==> src/rtl/vga_timing_pkg.sv <==
// rtl/vga_timing_pkg.sv - 640x480@60 timing constants and sync decode shared by the sync generator and pixel stages
//    No ports. Provides horizontal/vertical active, porch, sync and total
//    counts, the 10-bit compare points derived from them, and decode_sync(),
//    which maps a (x, y) position onto the active-low syncs and video_on.
package vga_timing_pkg;

   localparam int H_ACTIVE = 640;
   localparam int H_FP     = 16;
   localparam int H_SYNC   = 96;
   localparam int H_BP     = 48;
   localparam int H_TOTAL  = H_ACTIVE + H_FP + H_SYNC + H_BP;

   localparam int V_ACTIVE = 480;
   localparam int V_FP     = 10;
   localparam int V_SYNC   = 2;
   localparam int V_BP     = 33;
   localparam int V_TOTAL  = V_ACTIVE + V_FP + V_SYNC + V_BP;

   localparam logic [9:0] H_LAST       = 10'(H_TOTAL - 1);
   localparam logic [9:0] V_LAST       = 10'(V_TOTAL - 1);
   localparam logic [9:0] H_ACT_END    = 10'(H_ACTIVE);
   localparam logic [9:0] V_ACT_END    = 10'(V_ACTIVE);
   localparam logic [9:0] H_SYNC_FIRST = 10'(H_ACTIVE + H_FP);
   localparam logic [9:0] H_SYNC_LAST  = 10'(H_ACTIVE + H_FP + H_SYNC - 1);
   localparam logic [9:0] V_SYNC_FIRST = 10'(V_ACTIVE + V_FP);
   localparam logic [9:0] V_SYNC_LAST  = 10'(V_ACTIVE + V_FP + V_SYNC - 1);

   typedef struct packed {
      logic hsync;
      logic vsync;
      logic video_on;
   } sync_t;

   function automatic sync_t decode_sync(input logic [9:0] x, input logic [9:0] y);
      sync_t s;
      s.hsync    = !((x >= H_SYNC_FIRST) && (x <= H_SYNC_LAST));
      s.vsync    = !((y >= V_SYNC_FIRST) && (y <= V_SYNC_LAST));
      s.video_on = (x < H_ACT_END) && (y < V_ACT_END);
      return s;
   endfunction

endpackage

==> src/rtl/clk_en_div.sv <==
// rtl/clk_en_div.sv - pixel-rate clock enable divider
//    clk   : system clock, rising edge
//    rst_n : asynchronous active-low reset
//    en    : registered one-clk strobe, high while the divider sits at CLK_DIV-1
module clk_en_div #(
   parameter int CLK_DIV = 4
) (
   input  logic clk,
   input  logic rst_n,
   output logic en
);

   localparam int              CW      = (CLK_DIV > 1) ? $clog2(CLK_DIV) : 1;
   localparam logic [CW-1:0]   DIV_MAX = CW'(CLK_DIV - 1);

   logic [CW-1:0] div_q, div_d;
   logic          en_q, en_d;

   always_comb begin
      div_d = (div_q == DIV_MAX) ? '0 : div_q + 1'b1;
      // Strobe is registered from the next divider value so it lines up with
      // the clk in which the divider holds CLK_DIV-1 and is 0 during reset.
      en_d  = (div_d == DIV_MAX);
   end

   always_ff @(posedge clk or negedge rst_n) begin
      if (!rst_n) begin
         div_q <= '0;
         en_q  <= 1'b0;
      end else begin
         div_q <= div_d;
         en_q  <= en_d;
      end
   end

   assign en = en_q;

endmodule

==> src/rtl/vga_sync_gen.sv <==
// rtl/vga_sync_gen.sv - 640x480@60 VGA timing generator with per-frame select latch
//    clk, rst_n   : system clock (rising edge), asynchronous active-low reset
//    select_in    : live note-period code
//    pix_en       : one-clk pixel strobe (every CLK_DIV clks)
//    x_counter    : pixel position 0..799, y_counter : line position 0..524
//    hsync, vsync : active-low syncs, video_on : inside 640x480 active area
//    frame_start  : one-clk pulse as the counters wrap to (0,0)
//    select_out   : select_in captured at frame_start, stable for the frame
module vga_sync_gen #(
   parameter int CLK_DIV = 4,
   parameter int SEL_W   = 18
) (
   input  logic             clk,
   input  logic             rst_n,
   input  logic [SEL_W-1:0] select_in,
   output logic             pix_en,
   output logic [9:0]       x_counter,
   output logic [9:0]       y_counter,
   output logic             hsync,
   output logic             vsync,
   output logic             video_on,
   output logic             frame_start,
   output logic [SEL_W-1:0] select_out
);
   import vga_timing_pkg::*;

   logic [9:0]       x_q, x_d, y_q, y_d;
   logic             hs_q, hs_d, vs_q, vs_d, vo_q, vo_d, fs_q, fs_d;
   logic [SEL_W-1:0] sel_q, sel_d;
   sync_t            sync_nxt;

   clk_en_div #(.CLK_DIV(CLK_DIV)) u_div (
      .clk   (clk),
      .rst_n (rst_n),
      .en    (pix_en)
   );

   always_comb begin
      x_d      = x_q;
      y_d      = y_q;
      hs_d     = hs_q;
      vs_d     = vs_q;
      vo_d     = vo_q;
      fs_d     = 1'b0;
      sync_nxt = '0;
      if (pix_en) begin
         if (x_q == H_LAST) begin
            x_d = '0;
            y_d = (y_q == V_LAST) ? '0 : y_q + 10'd1;
         end else begin
            x_d = x_q + 10'd1;
         end
         // Decode from the next position so syncs move with the counters.
         sync_nxt = decode_sync(x_d, y_d);
         hs_d     = sync_nxt.hsync;
         vs_d     = sync_nxt.vsync;
         vo_d     = sync_nxt.video_on;
         fs_d     = (x_q == H_LAST) && (y_q == V_LAST);
      end
      // Only the frame wrap may update the select, so a frame never tears.
      sel_d = fs_d ? select_in : sel_q;
   end

   always_ff @(posedge clk or negedge rst_n) begin
      if (!rst_n) begin
         x_q   <= '0;
         y_q   <= '0;
         hs_q  <= 1'b1;
         vs_q  <= 1'b1;
         vo_q  <= 1'b1;
         fs_q  <= 1'b0;
         sel_q <= '0;
      end else begin
         x_q   <= x_d;
         y_q   <= y_d;
         hs_q  <= hs_d;
         vs_q  <= vs_d;
         vo_q  <= vo_d;
         fs_q  <= fs_d;
         sel_q <= sel_d;
      end
   end

   assign x_counter   = x_q;
   assign y_counter   = y_q;
   assign hsync       = hs_q;
   assign vsync       = vs_q;
   assign video_on    = vo_q;
   assign frame_start = fs_q;
   assign select_out  = sel_q;

endmodule

==> config.mk <==
export PLATFORM = sky130hd
export DESIGN_NAME = vga_sync_gen
export DESIGN_NICKNAME = d
export VERILOG_FILES = /design/src/rtl/vga_timing_pkg.sv /design/src/rtl/clk_en_div.sv /design/src/rtl/vga_sync_gen.sv
export SDC_FILE = /design/constraint.sdc
export NUM_CORES = 1
export LEC_CHECK = 0
export ABC_CLOCK_PERIOD_IN_PS = 3150
export CAP_MARGIN = 20
export CELL_PAD_IN_SITES_DETAIL_PLACEMENT = 0
export CELL_PAD_IN_SITES_GLOBAL_PLACEMENT = 2
export CORE_UTILIZATION = 30
export DETAILED_ROUTE_END_ITERATION = 10
export PLACE_DENSITY_LB_ADDON = 0.1
export SLEW_MARGIN = 5
export SYNTH_ARGS = -nofsm -noshare
export SYNTH_HDL_FRONTEND = slang
export SYNTH_SLANG_ARGS = --single-unit
==> constraint.sdc <==
create_clock -name clk -period 3.15 [get_ports clk]
set_clock_uncertainty 0.15 [all_clocks]
set_input_delay 0.7875 -clock clk [delete_from_list [all_inputs] [get_ports clk]]
set_output_delay 0.7875 -clock clk [all_outputs]
set_load 0.01 [all_outputs]
Yosys cells after proc, flatten, opt, wreduce, memory -nomap -nowiden
Cells that the tools add are included.
{ "totals": {"ff_bits": 45, "elab_cells": 35, "output_inout_bits": 43, "inputBits": 20} }
{ "classes": {"add_sub_neg": 3, "order_cmp": 6, "muxes": 7, "n_eq_ne": 4, "n_reduce_logical": 6} }
{ "ops": {"columns": ["op", "n"], "rows": [
  ["10-bit 2-to-1 mux", 5],
  ["10-bit by 1-bit adder with 10-bit output, second input constant", 2],
  ["10-bit == test, second input constant", 2],
  ["10-bit >= comparator, second input constant", 1],
  ["10-bit by 9-bit >= comparator with 1-bit output, second input constant", 1],
  ["10-bit less-or-equal comparator, second input constant", 1],
  ["10-bit by 9-bit less-or-equal comparator with 1-bit output, second input constant", 1],
  ["10-bit < comparator, second input constant", 1],
  ["10-bit by 9-bit < comparator with 1-bit output, second input constant", 1],
  ["2-bit == test, second input constant", 2],
  ["1-bit logical AND", 4],
  ["2-bit by 1-bit adder with 2-bit output, second input constant", 1],
  ["1-bit zero test", 2],
  ["2-bit 2-to-1 mux", 1],
  ["1-bit 2-to-1 mux", 1]
]} }

Depth between registers and ports, before layout
{ "logic_depth": {"word_depth": 7, "depth_mapped": 7, "depth_no_buf": 7} }

Hierarchy
Synthesis repeated with hierarchy kept, for this count alone.
{ "unflattened": {"hier_cells": 224, "hier_area_um2": 2412.3} }
{ "by_module_without_submodules": {"columns": ["mod", "area_per_inst_um2", "n_inst", "cells_each", "seq_area_each_um2"], "rows": [
  ["vga_sync_gen", 2301.0, 1, 216, 1054.8],
  ["clk_en_div", 111.4, 1, 8, 75.1]
]} }

Least setup slack after synthesis
Ideal clock, no wire load.
{ "synth_timing": {"path_type": "register to register", "start": "register x_q[1] (netlist: x_counter[1])", "end": "register sel_q[10] (netlist: select_out[10])", "required_time_ns": 2.875, "n_path_buf": 1, "path_slack_ns": 0.647, "arrival_time_ns": 2.228, "setup_time_ns": 0.125, "path_stages_with_launch": 8, "period_less_slack_ns": 2.503, "cell_sequence": "dfrtp_1 ha_1 nand4_1 nor3_4 nand2_1 nor2_2 buf_6 mux2_2"} }
{ "synth_via": {"elab_chain_len": 3} }
{ "synth_rtl": {"columns": ["element", "line", "rtl"], "rows": [
  ["start, declared", "vga_sync_gen.sv:27", "logic [9:0] x_q, x_d, y_q, y_d;"],
  ["start signal, assigned", "vga_sync_gen.sv:66", "x_q <= '0;"],
  ["start signal, assigned", "vga_sync_gen.sv:74", "x_q <= x_d;"],
  ["10-bit == test", "vga_sync_gen.sv:58", "fs_d = (x_q == H_LAST) && (y_q == V_LAST);"],
  ["1-bit logical AND", "vga_sync_gen.sv:58", null],
  ["1-bit 2-to-1 mux", "vga_sync_gen.sv:46", "if (pix_en) begin"],
  ["named net fs_d", "vga_sync_gen.sv:28", "logic hs_q, hs_d, vs_q, vs_d, vo_q, vo_d, fs_q, fs_d;"],
  ["end signal, assigned", "vga_sync_gen.sv:80", "sel_q <= sel_d;"],
  ["end, declared", "vga_sync_gen.sv:29", "logic [SEL_W-1:0] sel_q, sel_d;"]
]} }
The timed path passes the listed nets, and every way through them passes these cells.
A chain may end at the register's enable or synchronous reset.

Worst setup path in the final report
{ "layout_timing": {"start": "register x_q[1] (netlist: x_counter[1])", "end": "register vs_q (netlist: vsync)"} }
{ "layout_via": {"elab_chain_len": 6, "elab_cells_between_ends": 7, "cone_classes": "2 x order compare; 1 x eq/ne; 2 x mux; 2 x reduce/logical"} }
{ "layout_rtl": {"columns": ["element", "line", "rtl"], "rows": [
  ["10-bit == test *", "vga_sync_gen.sv:47", "if (x_q == H_LAST) begin"],
  ["10-bit 2-to-1 mux *", "vga_sync_gen.sv:47", null],
  ["10-bit 2-to-1 mux *", "vga_sync_gen.sv:46", null],
  ["10-bit by 9-bit >= comparator with 1-bit output or 10-bit by 9-bit less-or-equal comparator with 1-bit output (tied branches)", "vga_timing_pkg.sv:37", "s.vsync = !((y >= V_SYNC_FIRST) && (y <= V_SYNC_LAST));"],
  ["1-bit logical AND *", "vga_timing_pkg.sv:37", null],
  ["1-bit zero test *", "vga_timing_pkg.sv:37", null],
  ["end signal, assigned", "vga_sync_gen.sv:77", "vs_q <= vs_d;"],
  ["end, declared", "vga_sync_gen.sv:28", null]
]} }
Mark *: on every way between the ends. The rest lies on a longest branch, timed or not. The select of a mux whose other input is x is not followed.

==> flow_summary_export.csv <==
group,metric,value,unit
worst_setup_path,slowest_delay,520,ps
power,vdd_drop_max,0.000180,V
worst_setup_path,start_kind,"register",
placement,dp_hpwl,4200,um
synthesis,ys_seq_area_share,47.4,%
global_route,antenna_found_initial,0,
global_route,grt_pass1_wl,9670,um
sta,finalCriticalPeriod,2750,ps
synthesis,synth_edf_count,0,
finish,drive_gt1_share,16.1,%
synthesis,syn_avg_cell_area,10.4,sq um
clocking,cts_buffers,5,
worst_setup_path,worstSetupPathType,"register to register",
sta,timing.fmax,363,MHz
worst_setup_path,required,3210,ps
synthesis,synth.top_cell.area_share,44.1,%
sta,worst_pin_slew,565,ps
route,firstDrtPassIters,4,
synthesis,ys_ff_latch,45,
finish,syn_to_final_growth,33.5,%
sta,tns,0,ps
synthesis,synth_area_leaders,"dfrtp_1, mux2_2, dfstp_2",
synthesis,yosysTopAreaCell,"dfrtp_1",
clocking,clock-sinks,45,
synthesis,synth.net_count,256,
synthesis,synthArstFlopShare,100,%
sta,slew_violations,0,
worst_setup_path,cp_top_family,"simple AND/OR/NAND/NOR gates",
worst_setup_path,cp-end-kind,"register",
worst_setup_path,regToRegSetupSlack,400,ps
route,vias,1946,
power,p_per_area,306,nW/um^2
global_route,grt_usage,14.8,%
global_route,grt_pass1_vias,1832,
global_route,grt_start_max_net_pins,22,
floorplanning,pin_count,63,
clocking,post_cts_resize_count,0,
clocking,cts_tree,"built",
sta,setup_ws,399,ps
clocking,cts_buffer_depth,2,
floorplanning,fp.dieH,91.1,um
placement,routabilityCongestion,0.763,
floorplanning,core,7690,sq um
run,max-cap-violations,0,
global_route,grt_overflow,0,
synthesis,synthDistinctLibCells,49,
worst_setup_path,worstPathMaxFanout,12,
synthesis,synth-main-ff-cell,"dfrtp_1",
clocking,postCtsSetupBuffers,0,
route,drc,0,
floorplanning,dieArea,8310,sq um
placement,portBuffers,62,
min_path,hp-class,"input pin to async pin",
finish,diodes,0,
floorplanning,rows,32,
floorplanning,start_util,31.0,%
route,wire_per_inst,15.0,um
clocking,ctsRootBufferMaster,"clkbuf_8",
sta,setup_violations,0,
route,drtIter0Drc,90,
worst_setup_path,critPathSlowestCell,"or3_4",
sta,final-hold-violation-count,0,
power,p_leak,0.00127,uW
route,via_per_inst,4.94,
finish,fillers,781,
synthesis,synthCells,230,
status,status,"complete, no violations",
synthesis,syn_area,2380,sq um
worst_setup_path,critPathBufInv,0,
clocking,clkTransAtPathRegs,90,ps
worst_setup_path,arrival,2810,ps
sta,relSlewSlack,61.8,%
route,drt-total-wl,5930,um
clocking,htree_levels,2,
sta,timing.final.crit_share,87.3,%
synthesis,ys.warnings.count,0,
placement,pre_cts_slack,418,ps
floorplanning,die_w,91.1,um
clocking,clock_latency,300,ps
worst_setup_path,crit_chain,"ha_1 > nand4_1 > or3_4 > or3_2 > a211oi_2 > a41oi_1",
route,antenna_left,0,
sta,rsz0062_at_grt,"no",
clocking,cts_hold_buf,0,
finish,num-nets-final,318,
[metrics by stage]
step | power (uW) | hold slack (ps) | utilization [%] | cell area, sq um | cells
finish | 974 | 248 | 41.4 | 3180 | 394
global route | 1010 | 285 | 41.4 | 3180 | 394
CTS | 996 | 263 | 41.4 | 3180 | 394
detailed placement | 626 | 298 | 40.3 | 3100 | 387
global placement | 625 | 295 | 40.3 | 3100 | 387
floorplan | 589 | 278 | - | 2380 | 230
[layout make-up]
type / count / area [sq um] / share of cell area, %
multi-input cells: 160 / 1130 / 35.5
flip-flops and latches: 45 / 1130 / 35.5
repair buffers: 69 / 668 / 21.0
well taps: 102 / 128 / 4.01
clock buffers: 5 / 68.8 / 2.16
inverters: 11 / 41.3 / 1.30
clock inverters: 2 / 16.3 / 0.511
[path summary, 6_finish.rpt]
path,to,startpoint,cells past startpoint
setup reg to reg,vsync,x_counter[1],6
hold reg to reg,u_div.div_q[0],u_div.div_q[0],1
setup / recovery,vsync,x_counter[1],6
hold / removal,frame_start,rst_n,1
max in group asynchronous,y_counter[4],rst_n,2
min in group clk,u_div.div_q[0],u_div.div_q[0],1
[power breakdown]
group / switching [uW] / internal, uW / total (uW)
Combinational: 14.5 / 21.4 / 35.8
Clock: 208 / 153 / 361
Sequential: 0 / 577 / 577
[worst reg2reg max path, delay by kind of cell, from the launching register on]
kind | cells | cell delay (ps)
DFF | 1 | 440
AOI/OAI and AO/OA | 2 | 420
adders and majority gates | 1 | 300
and+or+nand+nor | 3 | 1350
[state kept, by name, indices dropped and copies added (netlist names)]
register     flops
u_div.div_q      2
hsync            1
vsync            1
y_counter       10
select_out      18
u_div.en         1
video_on         1
x_counter       10
frame_start      1
[placed cells by master (no fill, tap or decap), types with 3 or more instances in the layout]
| cell type | instances |
|---|---|
| nand2_1 | 19 |
| clkdlybuf4s50_1 | 61 |
| ha_1 | 6 |
| nor2_1 | 14 |
| mux2_2 | 20 |
| buf_4 | 7 |
| nor4_1 | 3 |
| o21ai_0 | 14 |
| clkbuf_8 | 5 |
| nand4_1 | 8 |
| xor2_1 | 3 |
| a31oi_1 | 3 |
| inv_1 | 11 |
| o31ai_1 | 8 |
| nand3_1 | 10 |
| dfstp_2 | 3 |
| a21oi_1 | 9 |
| dfrtp_1 | 42 |
| xnor2_1 | 7 |
[cell families (layout without fill, tap and decap cells)]
logic type | Yosys count | in the layout | share of synthesized area, %
AOI/OAI and AO/OA | 46 | 46 | 12.8
xor gates and xnor gates | 10 | 10 | 3.67
adders and majority gates | 6 | 6 | 3.15
buffers and inverters | 25 | 87 | 5.14
DFF | 45 | 45 | 47.4
muxes | 22 | 22 | 10.3
and+or+nand+nor | 76 | 76 | 17.6
[synth_stat cells (2+ instances only)]
cell	n
mux2_2	20
inv_1	11
and4_1	2
ha_1	6
nand4b_1	2
buf_2	5
mux2i_1	2
nor2_1	14
o31ai_1	8
nor3_1	2
buf_6	3
a21oi_1	9
xor2_1	3
nand4_1	8
xnor2_1	7
nand2_1	19
a211oi_1	2
o21ai_0	14
nor4_1	3
and2_1	2
clkbuf_1	5
dfstp_2	3
or3_4	2
a31oi_1	3
dfrtp_1	42
nand3_1	10
[per-layer routing]
metal	global-route usage, %	up-vias	part of all wire, %
met3	3.43	5	3.7
met4	4.37	0	0.96
li1	-	954	-
met1	20.8	945	50
met5	0	-	0
met2	22.5	42	45
(Power assumes the default switching activity.)
